File: src/rtl/conv_pe_multi.sv
// conv_pe_multi: NUM_FILTERS-wide 1-D convolution PE with a sliding window,
// 3-stage MAC pipeline and credited psum FIFO. Optional feature: `PE_RELU_EN.
module conv_pe_multi #(
    parameter int NUM_FILTERS          = 4,
    parameter int DATA_WIDTH           = 8,
    parameter int FILTER_WIDTH         = 8,
    parameter int PSUM_WIDTH           = 20,
    parameter int FILTER_DEPTH         = 16,
    parameter int WIN_DEPTH            = 32,
    parameter int PSUM_DEPTH           = 8,
    parameter int STRIDE_SIZE          = 3,
    parameter int FILTER_SIZE_REG_SIZE = 5
) (
    input  logic                                clk,
    input  logic                                rst,
    input  logic                                start,
    input  logic                                job_release,
    input  logic [STRIDE_SIZE-1:0]              stride,
    input  logic [FILTER_SIZE_REG_SIZE-1:0]     filter_size,
    input  logic                                filt_valid,
    output logic                                filt_ready,
    input  logic [NUM_FILTERS*FILTER_WIDTH-1:0] filt_data,
    input  logic                                ifmap_valid,
    output logic                                ifmap_ready,
    input  logic [DATA_WIDTH-1:0]               ifmap_data,
    input  logic                                ifmap_last,
    output logic                                psum_valid,
    input  logic                                psum_ready,
    output logic [NUM_FILTERS*PSUM_WIDTH-1:0]   psum_data,
    output logic                                row_done,
    output logic                                done,
    output logic                                busy
);

    localparam int KMAX = (FILTER_DEPTH < WIN_DEPTH) ? FILTER_DEPTH : WIN_DEPTH;
    localparam int AW   = $clog2(WIN_DEPTH);
    localparam int OW   = AW + 1;
    localparam int TW   = (FILTER_DEPTH > 1) ? $clog2(FILTER_DEPTH) : 1;
    localparam int FAW  = (PSUM_DEPTH > 1) ? $clog2(PSUM_DEPTH) : 1;
    localparam int CW   = $clog2(PSUM_DEPTH + 1);
    localparam int FW   = NUM_FILTERS * FILTER_WIDTH;
    localparam int PW   = NUM_FILTERS * PSUM_WIDTH;
    localparam int MW   = DATA_WIDTH + FILTER_WIDTH;

    typedef enum logic [1:0] {IDLE, LOADF, RUN, DRAIN} state_t;

    state_t state, state_n;
    logic   done_n;

    logic [OW-1:0] k_reg, s_reg;
    logic [TW-1:0] klast, load_cnt;
    logic [31:0]   k_cfg, s_cfg;

    logic [DATA_WIDTH-1:0] win_mem [WIN_DEPTH];
    logic [FW-1:0]         filt_mem [FILTER_DEPTH];
    logic [PW-1:0]         fifo_mem [PSUM_DEPTH];

    logic [AW-1:0]  base, wr_ptr;
    logic [OW-1:0]  occ;
    logic           last_held;
    logic           seq_active;
    logic [TW-1:0]  tap_cnt, cur_tap;
    logic [CW-1:0]  pend, fifo_cnt;
    logic [FAW-1:0] fifo_rd, fifo_wr;

    logic          s0_valid, s0_first, s0_last;
    logic [AW-1:0] s0_addr;
    logic [TW-1:0] s0_tap;
    logic                  s1_valid, s1_first, s1_last;
    logic [DATA_WIDTH-1:0] s1_x;
    logic [FW-1:0]         s1_w;
    logic                  s2_valid, s2_first, s2_last;
    logic [PSUM_WIDTH-1:0] s2_p  [NUM_FILTERS];
    logic [PSUM_WIDTH-1:0] acc   [NUM_FILTERS];
    logic [PSUM_WIDTH-1:0] acc_n [NUM_FILTERS];
    logic signed [MW-1:0]  prod_c [NUM_FILTERS];
    logic [PW-1:0]         wr_data;

    logic mac_on, credit_ok, can_start, issuing, tap_last, discard;
    logic ifmap_fire, filt_fire, push, pop;

    // Clamp K into [1, KMAX] first, then S into [1, K].
    always_comb begin
        k_cfg = 32'(filter_size);
        if (k_cfg == 32'd0)
            k_cfg = 32'd1;
        else if (k_cfg > 32'(KMAX))
            k_cfg = 32'(KMAX);
        s_cfg = 32'(stride);
        if (s_cfg == 32'd0)
            s_cfg = 32'd1;
        else if (s_cfg > k_cfg)
            s_cfg = k_cfg;
    end

    assign busy        = (state != IDLE);
    assign filt_ready  = (state == LOADF);
    assign ifmap_ready = (state == RUN) && (occ < OW'(WIN_DEPTH)) && !last_held;
    assign filt_fire   = filt_valid && filt_ready;
    assign ifmap_fire  = ifmap_valid && ifmap_ready;
    assign psum_valid  = (fifo_cnt != '0);
    assign psum_data   = psum_valid ? fifo_mem[fifo_rd] : '0;
    assign push        = s2_valid && s2_last;
    assign pop         = psum_valid && psum_ready;

    // A window only starts when its result has a guaranteed FIFO slot.
    assign mac_on    = (state == RUN) || (state == DRAIN);
    assign credit_ok = ({1'b0, fifo_cnt} + {1'b0, pend}) < (CW + 1)'(PSUM_DEPTH);
    assign can_start = mac_on && !seq_active && (occ >= k_reg) && credit_ok;
    assign issuing   = seq_active || can_start;
    assign cur_tap   = seq_active ? tap_cnt : '0;
    assign tap_last  = issuing && (cur_tap == klast);
    assign discard   = (last_held || state == DRAIN) && !seq_active && (occ < k_reg);

    always_comb begin
        state_n = state;
        done_n  = 1'b0;
        unique case (state)
            IDLE:  if (start) state_n = LOADF;
            LOADF: if (filt_fire && load_cnt == klast) state_n = RUN;
            RUN:   if (job_release) state_n = DRAIN;
            DRAIN: begin
                if (occ == '0 && !seq_active && pend == '0) begin
                    state_n = IDLE;
                    done_n  = 1'b1;
                end
            end
            default: state_n = IDLE;
        endcase
    end

    always_comb begin
        wr_data = '0;
        for (int f = 0; f < NUM_FILTERS; f++) begin
            prod_c[f] = $signed(s1_x) * $signed(s1_w[f*FILTER_WIDTH +: FILTER_WIDTH]);
            acc_n[f]  = s2_first ? s2_p[f] : acc[f] + s2_p[f];
`ifdef PE_RELU_EN
            wr_data[f*PSUM_WIDTH +: PSUM_WIDTH] = acc_n[f][PSUM_WIDTH-1] ? '0 : acc_n[f];
`else
            wr_data[f*PSUM_WIDTH +: PSUM_WIDTH] = acc_n[f];
`endif
        end
    end

    always_ff @(posedge clk) begin
        if (ifmap_fire) win_mem[wr_ptr] <= ifmap_data;
        if (filt_fire) filt_mem[load_cnt] <= filt_data;
        if (push) fifo_mem[fifo_wr] <= wr_data;
    end

    always_ff @(posedge clk or posedge rst) begin
        if (rst) begin
            state      <= IDLE;
            done       <= 1'b0;
            row_done   <= 1'b0;
            k_reg      <= OW'(1);
            s_reg      <= OW'(1);
            klast      <= '0;
            load_cnt   <= '0;
            base       <= '0;
            wr_ptr     <= '0;
            occ        <= '0;
            last_held  <= 1'b0;
            seq_active <= 1'b0;
            tap_cnt    <= '0;
            pend       <= '0;
            fifo_cnt   <= '0;
            fifo_rd    <= '0;
            fifo_wr    <= '0;
        end else begin
            state    <= state_n;
            done     <= done_n;
            row_done <= discard && last_held;
            if (state == IDLE && start) begin
                k_reg    <= OW'(k_cfg);
                s_reg    <= OW'(s_cfg);
                klast    <= TW'(k_cfg - 32'd1);
                load_cnt <= '0;
            end else if (filt_fire) begin
                load_cnt <= load_cnt + 1'b1;
            end
            if (ifmap_fire) wr_ptr <= wr_ptr + 1'b1;
            if (discard) begin
                occ       <= '0;
                base      <= wr_ptr;
                last_held <= 1'b0;
            end else begin
                occ <= occ + OW'(ifmap_fire) - (tap_last ? s_reg : '0);
                if (tap_last) base <= base + AW'(s_reg);
                if (ifmap_fire && ifmap_last) last_held <= 1'b1;
            end
            if (issuing) begin
                seq_active <= !tap_last;
                tap_cnt    <= tap_last ? '0 : cur_tap + 1'b1;
            end
            pend     <= pend + CW'(can_start) - CW'(push);
            fifo_cnt <= fifo_cnt + CW'(push) - CW'(pop);
            if (push) fifo_wr <= (fifo_wr == FAW'(PSUM_DEPTH - 1)) ? '0 : fifo_wr + 1'b1;
            if (pop) fifo_rd <= (fifo_rd == FAW'(PSUM_DEPTH - 1)) ? '0 : fifo_rd + 1'b1;
        end
    end

    // Address, operand, product and accumulate stages.
    always_ff @(posedge clk or posedge rst) begin
        if (rst) begin
            s0_valid <= 1'b0;
            s0_first <= 1'b0;
            s0_last  <= 1'b0;
            s0_addr  <= '0;
            s0_tap   <= '0;
            s1_valid <= 1'b0;
            s1_first <= 1'b0;
            s1_last  <= 1'b0;
            s1_x     <= '0;
            s1_w     <= '0;
            s2_valid <= 1'b0;
            s2_first <= 1'b0;
            s2_last  <= 1'b0;
            for (int f = 0; f < NUM_FILTERS; f++) begin
                s2_p[f] <= '0;
                acc[f]  <= '0;
            end
        end else begin
            s0_valid <= issuing;
            s0_first <= can_start;
            s0_last  <= tap_last;
            s0_addr  <= base + AW'(cur_tap);
            s0_tap   <= cur_tap;
            s1_valid <= s0_valid;
            s1_first <= s0_first;
            s1_last  <= s0_last;
            s1_x     <= win_mem[s0_addr];
            s1_w     <= filt_mem[s0_tap];
            s2_valid <= s1_valid;
            s2_first <= s1_first;
            s2_last  <= s1_last;
            for (int f = 0; f < NUM_FILTERS; f++) begin
                s2_p[f] <= {{(PSUM_WIDTH - MW){prod_c[f][MW-1]}}, prod_c[f]};
                if (s2_valid) acc[f] <= acc_n[f];
            end
        end
    end

endmodule

File: config.mk
export PLATFORM = sky130hd
export DESIGN_NAME = conv_pe_multi
export DESIGN_NICKNAME = d
export VERILOG_FILES = /design/src/rtl/conv_pe_multi.sv
export SDC_FILE = /design/constraint.sdc
export NUM_CORES = 2
export LEC_CHECK = 0
export BUFFER_PORTS_ARGS = -buffer_cell sky130_fd_sc_hd__buf_2
export CORE_MARGIN = 3
export CORE_UTILIZATION = 44
export CTS_BUF_LIST = sky130_fd_sc_hd__clkbuf_8
export CTS_CLUSTER_SIZE = 30
export DETAILED_ROUTE_END_ITERATION = 8
export SYNTH_ARGS = -nofsm -noshare
export SYNTH_HDL_FRONTEND = slang
export SYNTH_SLANG_ARGS = --single-unit
File: constraint.sdc
create_clock -name clk -period 9.3 [get_ports clk]
set_input_delay 1.395 -clock clk [delete_from_list [all_inputs] [get_ports clk]]
set_output_delay 1.395 -clock clk [all_outputs]
set_load 0.03 [all_outputs]
Yosys cells after proc, flatten, opt, wreduce, memory -nomap -nowiden:

Memories as Yosys holds them, arrays and structs flattened. A register that Yosys moved wholly into a read port is not among the register bits.
Cells that the tools add are included.

* memories kept: 3
* input port bits: 56
* word-level logic and storage cells: 148
* bits in registers: 221
* memory bits (writable): 1408

* magnitude comparators: 6
* multiply operators: 4
* mux-type cells: 34
* equal/unequal tests: 11
* add/sub/neg operators: 19
* reduce and logical (&&, ||, !) cells: 35

Memory list
* fifo_mem: words 8, bits a word 80, read ports 1, clocked after Yosys merged registers in 0, wr ports 1, RTL line 56 `logic [PW-1:0] fifo_mem [PSUM_DEPTH];`
* filt_mem: words 16, bits a word 32, read ports 1, clocked after Yosys merged registers in 1, wr ports 1, RTL line 55 `logic [FW-1:0] filt_mem [FILTER_DEPTH];`
* win_mem: words 32, bits a word 8, read ports 1, clocked after Yosys merged registers in 1, wr ports 1, RTL line 54 `logic [DATA_WIDTH-1:0] win_mem [WIN_DEPTH];`

Operators with widths (number)
* 20-bit adder: 4
* 20-bit two-way mux: 4
* 80-bit two-way mux: 1
* 8-bit by 8-bit multiplier with 16-bit output: 4
* 5-bit two-way mux: 5
* 1-bit logical AND: 18
* 6-bit two-way mux: 3
* 4-bit two-way mux: 4
* 1-bit two-way mux: 10
* 4-bit by 1-bit adder with 4-bit output: 2
* 4-bit by 1-bit adder with 4-bit output, second input constant: 2
* 4-bit equality test: 2
* 2-bit two-way mux: 4
* 2-bit one-hot mux with 4 select lines: 1
* 2-bit nonzero test: 4
* 4-bit by 1-bit subtractor with 4-bit output: 2
* 3-bit by 1-bit adder with 3-bit output, second input constant: 2
* 6-bit by 1-bit adder with 6-bit output: 1
* 3-bit equality test, second input constant: 2
* 6-bit by 5-bit greater-or-equal comparator with 1-bit output: 1
* 6-bit zero test: 1
* 6-bit by 5-bit < comparator with 1-bit output: 1
* 6-bit < comparator, second input constant: 1
* 3-bit two-way mux: 2
* 21 further kinds: 28

Logic depth before layout (Yosys ltp):

* word-level depth: 10
* gate-level depth with buffers: 18

Least setup slack after synthesis:

Ideal clock, no wire load.

* path type: reg2reg
* start: register s2_valid
* end: memory fifo_mem[0][0] (netlist name), enable pin
* buffers on the path: 2
* setup time: 0.716 ns
* arrival time: 8.590 ns
* slack: -0.007 ns
* cell stages (with the launch flop): 5
* cells stage by stage: dfrtp_1 -> clkbuf_1 -> clkbuf_1 -> nand2_1 -> nor4_1

* longest elaborated chain between the ends: 3

RTL lines
* from (decl): RTL line 72 `logic s2_valid, s2_first, s2_last;`
* from (signal assigned): RTL line 234 `s2_valid <= s1_valid;`
* 1-bit logical AND: RTL line 103 `assign push = s2_valid && s2_last;`
* 1-bit two-way mux: RTL line 148 `if (push) fifo_mem[fifo_wr] <= wr_data;`
* 1-bit two-way mux (implied by the code): RTL line 148
* to (decl): RTL line 56

No other way between the ends.

Final worst setup path:

* start: register fifo_rd[0]
* end: output port psum_data[9]

* longest elaborated chain between the ends: 2

RTL lines
* from (decl): RTL line 64 `logic [FAW-1:0] fifo_rd, fifo_wr;`
* from (signal assigned): RTL line 199 `if (pop) fifo_rd <= (fifo_rd == FAW'(PSUM_DEPTH - 1)) ? '0 : fifo_rd + 1'b1;`
* memory 8 x 80 bit
* 80-bit two-way mux: RTL line 102 `assign psum_data = psum_valid ? fifo_mem[fifo_rd] : '0;`
* to (decl): RTL line 29 `output logic [NUM_FILTERS*PSUM_WIDTH-1:0] psum_data,`

No other way between the ends.

==> key figures <==
Yosys
  • Number of distinct library cells after synthesis: 81
  • Post-synthesis async set-or-reset flop share: 0.156
  • Number of instances in the synthesized netlist: 4767
  • Synthesized flop and latch total: 1668
  • Cell area after technology mapping: just under 80000 um^2
  • Syn. warnings: 0
  • Primary FF master, synth: edfxtp_1
  • Share of synthesized area occupied by flip-flops and latches: 0.625
  • Mean instance size in the synthesized netlist: 16.4 um^2
  • Post-Synthesis Net Count: 5302
  • Number of enable-type register cells in the synthesized netlist: roughly 1400

Detailed routing
  • Remaining antenna violation count after routing: 0
  • Final Routed Wirelength: 166000 um
  • Routed length on met3: 10300 um
  • Max layer used: met5
  • Routed vias: 40953
  • Detailed-routed wire length on met2: around 77000 um
  • Residual DRC count: 0
  • Via-to-Cell Ratio: about 5.4
  • Violation count after the first detailed-route iteration: around 3200
  • Met1 Wirelength: 75300 um
  • Routed WL per cell: between 20 and 25 um
  • Total iterations of the first detailed-routing run: 5

Worst setup path
  • Element type at the critical path start: flop
  • Slowest Stage Delay on Critical Path: 820 ps
  • Crit path kind: reg2out
  • Worst-path cell with the longest stage delay: dfrtp_4
  • Top fanout value on the critical path: 43
  • Critical path, cell by cell: buf_4 -> mux4_2 -> mux2i_1 -> nor2_1 -> buf_2
  • Endpoint class of the critical path: output pin
  • Arrival time of data at the critical path endpoint: 3930 ps
  • Required @ worst endpoint: 7910 ps

CTS
  • Clock input transition at the sequential cells of the worst setup and hold paths: about 60 ps
  • Worst-Skew Late Latency: 1010 ps
  • CTS Sinks: 1668
  • Cells resized by post-CTS repair: 0
  • Clk Tree Root Cell: clkbuf_8
  • CTS tree: built
  • Post CTS Setup Buffer Count: 0
  • Buffer levels on the longest clock path: 4
  • CTS H-tree depth: 5
  • TritonCTS buffer count: 295
  • Total of hold buffers inserted after clock tree synthesis: 0

Cells and area
  • Proportion of layout cells with a drive suffix above 1: 0.204
  • Count of filler cells inserted in the layout: 14759
  • Total area of multi-input combinational cells: about 27000 um^2
  • Sequential cell area: between 40000 and 50000 um^2
  • Area added between synthesis and finish: 11.2%
  • Largest registers: fifo_mem (640), filt_mem (512), win_mem (256)
  • Net total in the final layout: approximately 5600
  • Reg with most FFs: fifo_mem
  • Largest register FFs: 640
  • Non-filler cells in the finished layout: 7621

Floorplan
  • Core region area: 175000 um^2
  • Height of the chip: about 430 um
  • I/O pins: ~140
  • Die Span X: 427 um
  • Overall die area: 182000 um^2
  • Cell row count: 153
  • Effective utilization at floorplan: 0.446

Timing
  • Worst Skew: a little under 90 ps
  • Total negative setup slack: 0 ps
  • Final Hold Vio Count: 0
  • Number of failing setup endpoints in the final timing report: 0
  • Worst Max-Slew Pin Slew: 1210 ps
  • Maximum frequency from static timing analysis: 188 MHz
  • Worst-case headroom to the max-slew limit: 0.185
  • Max-slew violation count: 0
  • Unrepaired setup endpoints after global routing: false
  • Post-layout minimum cycle time: 5330 ps
  • Final clock period utilization by the worst path: 0.573

Global route
  • Initial antenna violation count: 28
  • Maximum number of pins on one net before global-route repair: 114
  • First-pass GRT wire length: 258000 um
  • Gr usage total: 0.186
  • Global route overflow: 0
  • Number of global-route vias before repair: 42988

Place
  • HPWL after DPL: 99700 um
  • RD Place Congestion: between 0.8 and 0.9
  • Port Buffer Count: 141
  • Dpl cells: 7109

Run
  • Number of maximum-capacitance constraint violations: 0

Status
  • Run status: complete, no violations

Min path
  • Worst hold path class: reg2reg
-- final timing paths --
kind	from	endpoint	slack, ps	cells after the start
max	fifo_rd[0]	psum_data[9]	3970	5
min	s0_valid	s1_valid	340	0
max reg2reg	s1_x[5]	s2_p[35]	4420	18
min reg2reg	s0_valid	s1_valid	340	0
max in group asynchronous	rst	s0_addr[0]	7300	3
min in group asynchronous	rst	fifo_wr[2]	480	2
-- cell type report --
cell class | count | share of cell area
sequential | 1668 | 0.562
multi-input combinational | 2515 | 0.312
clock buffer | 312 | 0.0495
tap | 2325 | 0.0335
inverter | 401 | 0.0174
timing repair buffer | 200 | 0.0138
clock inverter | 194 | 0.0109
antenna | 6 | 0.000173
-- cell families after synthesis --
| kind of cell | count (synthesis) | synth area share |
|---|---|---|
| buffers and inverters | 584 | 0.0287 |
| AO/OA/AOI/OAI | 426 | 0.0359 |
| AND/OR/NAND/NOR | 886 | 0.0555 |
| adder cells (fa/ha/maj) | 479 | 0.0988 |
| multiplexers | 582 | 0.140 |
| flip-flops | 1668 | 0.625 |
| XOR/XNOR | 142 | 0.0159 |
-- per-layer routing --
layer	vias up	GRT usage
li1	18496	-
met1	21073	0.268
met2	1085	0.288
met3	275	0.0408
met4	24	0.0467
met5	-	0
-- layout by cell type (no fill, tap or decap), types with 16 or more instances in the layout --
| master | n |
|---|---|
| a211oi_1 | 16 |
| a21o_1 | 48 |
| a21oi_1 | 86 |
| a31oi_1 | 30 |
| and2_1 | 187 |
| buf_2 | 141 |
| buf_4 | 55 |
| clkbuf_8 | 312 |
| clkinv_1 | 48 |
| clkinv_2 | 18 |
| dfrtp_1 | 247 |
| edfxtp_1 | 1408 |
| fa_1 | 229 |
| ha_1 | 250 |
| inv_1 | 512 |
| mux2_2 | 73 |
| mux2i_1 | 108 |
| mux4_2 | 400 |
| nand2_1 | 222 |
| nand2b_1 | 32 |
| nand3_1 | 37 |
| nor2_1 | 241 |
| nor2b_1 | 46 |
| nor3_1 | 29 |
| o211ai_1 | 18 |
| o21ai_0 | 112 |
| xnor2_1 | 100 |
| xor2_1 | 42 |
-- synthesized netlist by cell type (48+ instances only) --
| library cell | count | share of area |
|---|---|---|
| ha_1 | 250 | 0.040 |
| nand2_1 | 222 | 0.011 |
| mux2i_1 | 108 | 0.014 |
| mux4_2 | 400 | 0.12 |
| nor2_1 | 244 | 0.012 |
| edfxtp_1 | 1408 | 0.54 |
| mux2_2 | 73 | 0.011 |
| a21o_1 | 48 | 0.0046 |
| clkbuf_1 | 127 | 0.0061 |
| and2_1 | 200 | 0.016 |
| xnor2_1 | 100 | 0.011 |
| dfrtp_1 | 258 | 0.083 |
| inv_1 | 400 | 0.019 |
| a21oi_1 | 86 | 0.0055 |
| o21ai_0 | 113 | 0.0072 |
| fa_1 | 229 | 0.059 |
-- per-stage QoR --
stage          cell area (um^2)  hold WS [ps]  worst slack (ps)  utilization
4_1_cts                   86800           349              3740        0.495
3_5_place_dp              81500           335              4380        0.466
5_1_grt                   86800           353              3600        0.496
3_3_place_gp              81500           333              4330        0.466
6_report                  86800           339              3970        0.496
2_1_floorplan             78100           331               753            -
-- worst max-delay path, delay by kind of cell (launching register included) --
kind | cells | cell delay (ps)
buf+inv | 2 | 980
simple gates | 1 | 130
flops | 1 | 820
mux | 2 | 950
Power is not shown: default switching activity piles up to over one toggle a cycle in this logic, so the estimate is an artifact.
